## src/rtl/systolic_tile_sequencer.sv

```systemverilog
// Control sequencer for one systolic tile: weight burst, gap, ifmap stream,
// then psum capture strobes, with abort and start validation.
module systolic_tile_sequencer #(
  parameter int ARRAY_DIM = 16,
  parameter int CNT_W     = 10,
  parameter int PSUM_LAT  = 17
) (
  input  logic                         clk,
  input  logic                         rst,
  input  logic                         start,
  input  logic [CNT_W-1:0]             num_ifmap,
  input  logic                         abort,
  output logic                         ready,
  output logic                         busy,
  output logic                         done,
  output logic                         cfg_err,
  output logic                         w_enable_out,
  output logic [$clog2(ARRAY_DIM)-1:0] w_addr,
  output logic                         ifmap_enable_out,
  output logic [CNT_W-1:0]             ifmap_addr,
  output logic                         psum_capture,
  output logic [CNT_W-1:0]             psum_addr
);

  localparam int AW = $clog2(ARRAY_DIM);
  localparam int LW = $clog2(PSUM_LAT + 1);

  typedef enum logic [2:0] {
    IDLE, LOAD_W, GAP, STREAM, DRAIN, DONE
  } state_t;

  state_t           state, state_n;
  logic [CNT_W-1:0] n_q;
  logic [LW-1:0]    lat;
  logic             lat_on;
  logic             size_ok;
  logic             kill;
  logic             last_cap;

  assign size_ok  = num_ifmap >= CNT_W'(ARRAY_DIM);
  assign kill     = abort && (state != IDLE);
  assign last_cap = psum_capture && (psum_addr == n_q - 1'b1);

  always_comb begin
    state_n = state;
    if (kill) begin
      state_n = IDLE;
    end else begin
      unique case (state)
        IDLE:   if (start && !abort && size_ok) state_n = LOAD_W;
        LOAD_W: if (w_addr == AW'(ARRAY_DIM - 1)) state_n = GAP;
        GAP:    state_n = STREAM;
        STREAM: if (ifmap_addr == n_q - 1'b1) state_n = DRAIN;
        DRAIN:  if (last_cap) state_n = DONE;
        DONE:   state_n = IDLE;
        default: state_n = IDLE;
      endcase
    end
  end

  // Outputs are registered from the next state so they align with it.
  always_ff @(posedge clk or posedge rst) begin
    if (rst) begin
      state            <= IDLE;
      n_q              <= '0;
      ready            <= 1'b1;
      busy             <= 1'b0;
      done             <= 1'b0;
      cfg_err          <= 1'b0;
      w_enable_out     <= 1'b0;
      w_addr           <= '0;
      ifmap_enable_out <= 1'b0;
      ifmap_addr       <= '0;
      psum_capture     <= 1'b0;
      psum_addr        <= '0;
      lat              <= '0;
      lat_on           <= 1'b0;
    end else begin
      state            <= state_n;
      ready            <= state_n == IDLE;
      busy             <= state_n != IDLE;
      done             <= state_n == DONE;
      cfg_err          <= (state == IDLE) && start && !abort && !size_ok;
      w_enable_out     <= state_n == LOAD_W;
      ifmap_enable_out <= state_n == STREAM;
      if (state == IDLE && state_n == LOAD_W) n_q <= num_ifmap;
      if (state_n == LOAD_W && state == LOAD_W) w_addr <= w_addr + 1'b1;
      else w_addr <= '0;
      if (state_n == STREAM && state == STREAM) ifmap_addr <= ifmap_addr + 1'b1;
      else ifmap_addr <= '0;
      if (kill) begin
        lat          <= '0;
        lat_on       <= 1'b0;
        psum_capture <= 1'b0;
        psum_addr    <= '0;
      end else begin
        if (psum_capture) begin
          if (last_cap) begin
            psum_capture <= 1'b0;
            psum_addr    <= '0;
          end else begin
            psum_addr <= psum_addr + 1'b1;
          end
        end
        // Latency timer starts on the first stream cycle.
        if (state == GAP && state_n == STREAM) begin
          lat_on <= 1'b1;
          lat    <= '0;
        end else if (lat_on) begin
          if (lat == LW'(PSUM_LAT - 1)) begin
            lat_on       <= 1'b0;
            lat          <= '0;
            psum_capture <= 1'b1;
            psum_addr    <= '0;
          end else begin
            lat <= lat + 1'b1;
          end
        end
      end
    end
  end

endmodule
```

## config.mk

```make
export PLATFORM = sky130hd
export DESIGN_NAME = systolic_tile_sequencer
export DESIGN_NICKNAME = d
export VERILOG_FILES = /design/src/rtl/systolic_tile_sequencer.sv
export SDC_FILE = /design/constraint.sdc
export NUM_CORES = 1
export LEC_CHECK = 0
export ABC_AREA = 1
export CORE_ASPECT_RATIO = 1.2
export CORE_MARGIN = 4
export CORE_UTILIZATION = 39
export DETAILED_ROUTE_END_ITERATION = 12
export MAX_ROUTING_LAYER = met4
export PLACE_DENSITY = 0.57
export SLEW_MARGIN = 30
export SYNTH_ARGS = -nofsm -noshare
export SYNTH_HDL_FRONTEND = slang
export SYNTH_SLANG_ARGS = --single-unit
```

## constraint.sdc

```tcl
create_clock -name clk -period 2.7 [get_ports clk]
set_input_delay 0.675 -clock clk [delete_from_list [all_inputs] [get_ports clk]]
set_output_delay 0.675 -clock clk [all_outputs]
set_load 0.1 [all_outputs]
```

==> flow_summary.ini, run 1 <==
[yosys]
yosysTopAreaCell = dfrtp_1
seq_area_frac_synth = 0.413
yosys.cell_count.top_type = nand2_1
synth_common_cells = nand2_1 (91), inv_1 (56), dfrtp_1 (49), nand3_1 (46), nor2_1 (42)
post_synth_num_cell_types = 29
syn-cell-area_mm2 = 0.00303
syn_nets = 424
synth-seq-cells = 50
ys.flop_type = dfrtp_1
syn_avg_cell_area_um2 = 7.51
synth_edf_count = 0
synth_top_area_frac = 0.404
ys.warnings.count = 0
synthArstFlopShare = 1.00
synthCells = 404
synthTopCellsByArea = dfrtp_1 (40%), nand2_1 (11%), nand3_1 (7.6%)

[place]
numPortBuffers = 44
placed_cells = 539
hpwl_um = 5900
gp_congestion = 0.832

[setup_path]
cp_cell_sequence = inv_2 -> ha_2 -> nand2_1 -> inv_1 -> nor2_1 -> nand2_1 -> nor2_1 -> nand3_1 -> nor2_1 -> nand3_1 -> nor2_2 -> nand3_1 -> nand3_2 -> nand4_1 -> nor3_1
max_stage_delay_ps = 430
r2r_setup_slack_ps = 300
crit_required_ps = 2920
startpoint_type = register
worstSetupPathType = register to register
crit_fanout = 6
cpMaxStageDelayCell = dfrtp_1
startpoint = n_q[0]
critPathArrivalTime_ps = 2630
cp-end-kind = register
reg2reg_from = n_q[0]

[finish]
num_antenna_cells = 0
final_cells = 547
nNetsFinal = 476
fin_util = 0.490
drive_above_1_share = 0.186
area_growth_pct = 19.6

[global_route]
grt_first_pass_wirelength_um = 12600
gr-total-overflow = 0
first_global_vias = 2700
antenna_found_initial = 0
grt.total_usage = 0.175
grt_max_degree = 29

[detailed_routing]
drc = 0
wl_um = 7310
drtPass1Iterations = 4
drt-vias-per-instance = 4.85
ant_nets = 0
wl_per_cell_um = 13.4
vias = 2652
drt_iter0_markers = 97

[cts]
h-tree-depth = 2
cts-root-buf = clkbuf_8
tritoncts = yes
cts_setup_buffers = 0
clkSinkCount = 50
cts_made_buffers = 5
clk_pin_slew_worst_paths_ps = 90
clk_latency_ps = 310
clock_path_buffers = 2

[timing]
period_needed_ps = 2400
hold_viol = 0
worst_slew_pin_slew_ps = 596
slew_headroom = 0.602
finalCritPeriodShare = 0.890
skew_ps = 5.44
setup_viol = 0
max_freq_mhz = 416
slew_viol_final = 0

[power_and_ir_drop]
power.density_mw_per_mm2 = 837
ir_worst_vdd_mv = 0.634
fin_total_pwr_mw = 3.04
leakage_nw = 1.82

[min_path]
min_from = w_addr[0]
hp-class = register to register

[run]
cap_violations = 0

[floorplan]
die_h_um = 105
ios = 45
start_util = 0.410
core-area_mm2 = 0.00740
row_count = 34
die-area_mm2 = 0.00926
die_w_um = 88.5

[run_status]
status = completed
critical path, delay by kind of cell, from the launching register on:
| kind | cells | cell delay [ps] |
|---|---|---|
| and+or+nand+nor | 12 | 1400 |
| buffers and inverters | 2 | 170 |
| adders and majority gates | 1 | 310 |
| DFF | 1 | 430 |
per-layer routing:
| metal | routed length, µm | vias up | global-route usage |
|---|---|---|---|
| met4 | 104 | 0 | 0.0454 |
| met3 | 214 | 9 | 0.0236 |
| met2 | 3680 | 42 | 0.294 |
| met5 | 0 | - | - |
| met1 | 3310 | 1227 | 0.220 |
| li1 | - | 1374 | - |
cells by family (layout without fill, tap and decap cells):
logic type | count (synthesis) | count (layout) | synth area share
AO/OA/AOI/OAI | 27 | 27 | 0.0478
XOR/XNOR | 21 | 21 | 0.0606
adder cells (fa/ha/maj) | 6 | 6 | 0.0247
buffers and inverters | 63 | 116 | 0.0788
flip-flops | 50 | 50 | 0.413
AND/OR/NAND/NOR | 237 | 237 | 0.375
final cells by class:
cell class                 instances  area [µm²]
clock inverter                     2        12.5
sequential                        50        1250
inverter                          60         225
multi-input combinational        291        1550
timing repair buffer              48         393
fill                             787        3770
tap                               90         113
clock buffer                       6        82.6
power breakdown:
part | switching, mW | leakage (nW) | internal [mW]
Sequential | 0.142 | 0.673 | 0.880
Clock | 0.267 | 0.0472 | 0.207
Combinational | 1.08 | 1.10 | 0.460
placed cells by master, fill, tap and decap left out, types with 6 or more instances in the layout:
cell	instances
a21oi_1	10
nand3_1	46
nor2_2	13
clkbuf_8	6
xor2_1	17
o21ai_0	12
clkdlybuf4s50_1	13
nand4_1	7
nor3_1	16
dfrtp_1	49
buf_4	35
nand2_2	8
inv_1	55
nand2_1	91
nor2_1	42
through the flow:
step | instance area, µm² | hold WS (ps) | setup TNS, ps | worst slack (ps)
finish | 3630 | 529 | 0 | 298
global route | 3630 | 564 | -1.49 | -1.49
CTS | 3620 | 540 | 0 | 261
detailed placement | 3530 | 526 | 0 | 278
global placement | 3530 | 505 | 0 | 289
floorplan | 3030 | 533 | 0 | 397
flip-flops by register name, summed over array words and instances (netlist names), 3 cells and up:
| register | flops |
|---|---|
| state | 3 |
| lat | 5 |
| n_q | 10 |
| w_addr | 4 |
| ifmap_addr | 10 |
| psum_addr | 10 |
final timing paths:
kind	to	depth (start not counted)
max	w_addr[2]	15
min	w_addr[0]	1
max reg2reg	w_addr[2]	15
min reg2reg	w_addr[0]	1
max in group asynchronous	cfg_err	3
min in group asynchronous	lat[0]	2
what timing repair did:
| item | in CTS | in global routing |
|---|---|---|
| hold buffers | 0 | 0 |
| resized for setup | 0 | 2 |
| setup endpoints to repair | 0 | 16 |
Power figures use the tool's default switching activity.
==> run 2: changes to the inputs <==
--- a/config.mk
+++ b/config.mk
@@ -16,3 +16,4 @@
 export SYNTH_ARGS = -nofsm -noshare
 export SYNTH_HDL_FRONTEND = slang
 export SYNTH_SLANG_ARGS = --single-unit
+export TNS_END_PERCENT = 30
==> constraint.sdc (replaced) <==
create_clock -name clk -period 2.8 [get_ports clk]
set_input_delay 0.7 -clock clk [delete_from_list [all_inputs] [get_ports clk]]
set_output_delay 0.7 -clock clk [all_outputs]
set_load 0.1 [all_outputs]
==> run 2 against run 1 <==
  * Non-clock buffer count down 1
  * Clock skew down 1.0 ps
  * First-iteration DRC count up 24%
  * Sequential power down 4%
  * Critical endpoint is now w_addr[3]
  * Maximum frequency down 0.59%
  * Power up 1.5%
  * Combinational power down 4%
  * Worst hold slack worse by 18 ps
  * Register-to-register slack better by 90 ps
  * Sequential share of layout area down 0.28 points
==> flow_summary.ini, run 2 (synthesized netlist as in run 1, its figures left out) <==
[floorplan]
die_h_um = 105
die_w_um = 88.5
core-area_mm2 = 0.00740
ios = 45
die-area_mm2 = 0.00926
start_util = 0.410
row_count = 34

[finish]
mostFrequentLayoutCells = nand2_1 (91), inv_1 (55), dfrtp_1 (49)
drive_above_1_share = 0.182
nNetsFinal = 475
mostFrequentLayoutCell = nand2_1
fill_cells = 766
fin_util = 0.494
area_growth_pct = 20.6
num_antenna_cells = 0
top_regs = ifmap_addr: 10 flops, n_q: 10 flops, psum_addr: 10 flops

[timing]
tns_ps = 0
skew_ps = 4.43
slew_headroom = 0.572
max_freq_mhz = 414
period_needed_ps = 2420
hold_viol = 0
finalCritPeriodShare = 0.863
setup_viol = 0
grt_setup_unrepaired = no
worst_slew_pin_slew_ps = 642
slew_viol_final = 0

[detailed_routing]
wl_um = 7200
wl_per_cell_um = 13.2
drtPass1Iterations = 4
ant_nets = 0
drc = 0
drt-vias-per-instance = 4.86
vias = 2651
drt_iter0_markers = 120

[cts]
cts_made_buffers = 5
clk_pin_slew_worst_paths_ps = 100
cts_setup_buffers = 0
clock_path_buffers = 2
clkSinkCount = 50
ctsHoldBuffers = 0
cts-root-buf = clkbuf_8
tritoncts = yes
cts_resized = 0
clk_latency_ps = 300
h-tree-depth = 2

[power_and_ir_drop]
seqPwrFrac = 0.318
sw_frac_of_total = 0.466
switching_power_mw = 1.44
fin_total_pwr_mw = 3.08
p_int_mw = 1.65
p_clk_frac = 0.201
power_frac_comb = 0.480
ir_worst_vdd_mv = 0.577
power.density_mw_per_mm2 = 843
leakage_nw = 1.84

[setup_path]
crit_required_ps = 3020
worstSetupPathType = register to register
startpoint_type = register
crit_fanout = 6
cpMaxStageDelayCell = dfrtp_1
cp-end-kind = register
critPathArrivalTime_ps = 2640
cp_cell_sequence = inv_2 -> ha_2 -> nand2_1 -> inv_1 -> nor2_1 -> nand2_1 -> nor2_1 -> nand3_1 -> nor2_1 -> nand3_1 -> nor2_2 -> nand3_1 -> nand3_2 -> nand4_1 -> nor3_1
max_stage_delay_ps = 430
critical_path_buf_inv_count = 2
cp_top_family = simple AND/OR/NAND/NOR gates

[place]
hpwl_um = 5630
gp_congestion = 0.858
numPortBuffers = 44

[run]
cap_violations = 0

[run_status]
status = completed

[global_route]
grt_max_degree = 51
gr-total-overflow = 0
grt_first_pass_wirelength_um = 12300
grt.total_usage = 0.171
first_global_vias = 2582
antenna_found_initial = 0

[min_path]
hp-class = register to register
-- run 2: changes by cell type in the layout (fill, tap and decap cells not counted) --
| cell | before | now |
|---|---|---|
| bufinv_16 | 0 | 2 |
| buf_4 | 35 | 34 |
| clkbuf_8 | 6 | 5 |
| clkinv_2 | 1 | 0 |
| clkinv_4 | 0 | 1 |
| clkinvlp_4 | 1 | 0 |
| nor3_1 | 16 | 17 |
| nor3_2 | 2 | 1 |
-- run 2: power groups by stage --
stage                     clock network [mW]  registers (mW)  logic (mW)
after global placement                     0           0.999        1.47
after floorplan                            0            1.21       0.952
after CTS                              0.637           0.985        1.49
after detailed placement                   0           0.997        1.49
final                                  0.621           0.982        1.48
after global routing                   0.661            1.01        1.68
-- run 2: metrics by stage --
step / std cells / setup slack [ps] / hold slack, ps / area [µm²]
6_report: 546 / 383 / 511 / 3660
5_1_grt: 546 / 19.2 / 539 / 3660
4_1_cts: 546 / 315 / 517 / 3660
3_5_place_dp: 538 / 349 / 503 / 3520
3_3_place_gp: 538 / 380 / 502 / 3520
2_1_floorplan: 404 / 497 / 533 / 3030
-- run 2: worst paths after layout --
| check | from | cells after the start | slack, ps | to |
|---|---|---|---|---|
| worst max-delay path | n_q[0] | 15 | 380 | w_addr[3] |
| worst min-delay path | w_addr[0] | 1 | 510 | w_addr[0] |
| min in group asynchronous | rst | 3 | 880 | lat[2] |
| worst min register to register | w_addr[0] | 1 | 510 | w_addr[0] |
| max in group asynchronous | rst | 3 | 1500 | psum_addr[6] |
| worst max register to register | n_q[0] | 15 | 380 | w_addr[3] |
-- run 2: final cells by class --
cell class              count  area (µm²)  area share
inverters                  60         225      0.0616
well taps                  90         113      0.0308
repair buffers             47         385       0.105
multi-input cells         291        1550       0.422
clock buffers               5        68.8      0.0188
flip-flops and latches     50        1250       0.342
clock inverters             3        68.8      0.0188
-- run 2: metal layers --
metal  vias to the layer above  track usage  wire [µm]
met2                        32        0.281       3640
met1                      1233        0.219       3290
met3                        10       0.0291        201
met4                         0       0.0378         76
li1                       1376            -          -
met5                         -            -          0
-- run 2: worst register-to-register path, delay by kind of cell (launching register included) --
kind	cells	cell delay, ps
fa+ha+maj	1	310
flops	1	430
simple gates	12	1450
buf+inv	2	180
==> run 3: changes to the inputs <==
--- a/config.mk
+++ b/config.mk
@@ -9,6 +9,7 @@
 export CORE_ASPECT_RATIO = 1.2
 export CORE_MARGIN = 4
 export CORE_UTILIZATION = 39
+export CTS_CLUSTER_SIZE = 40
 export DETAILED_ROUTE_END_ITERATION = 12
 export MAX_ROUTING_LAYER = met4
 export PLACE_DENSITY = 0.57
==> results of run 3 <==
Final layout, timing and power as in run 2 (identical DEF).
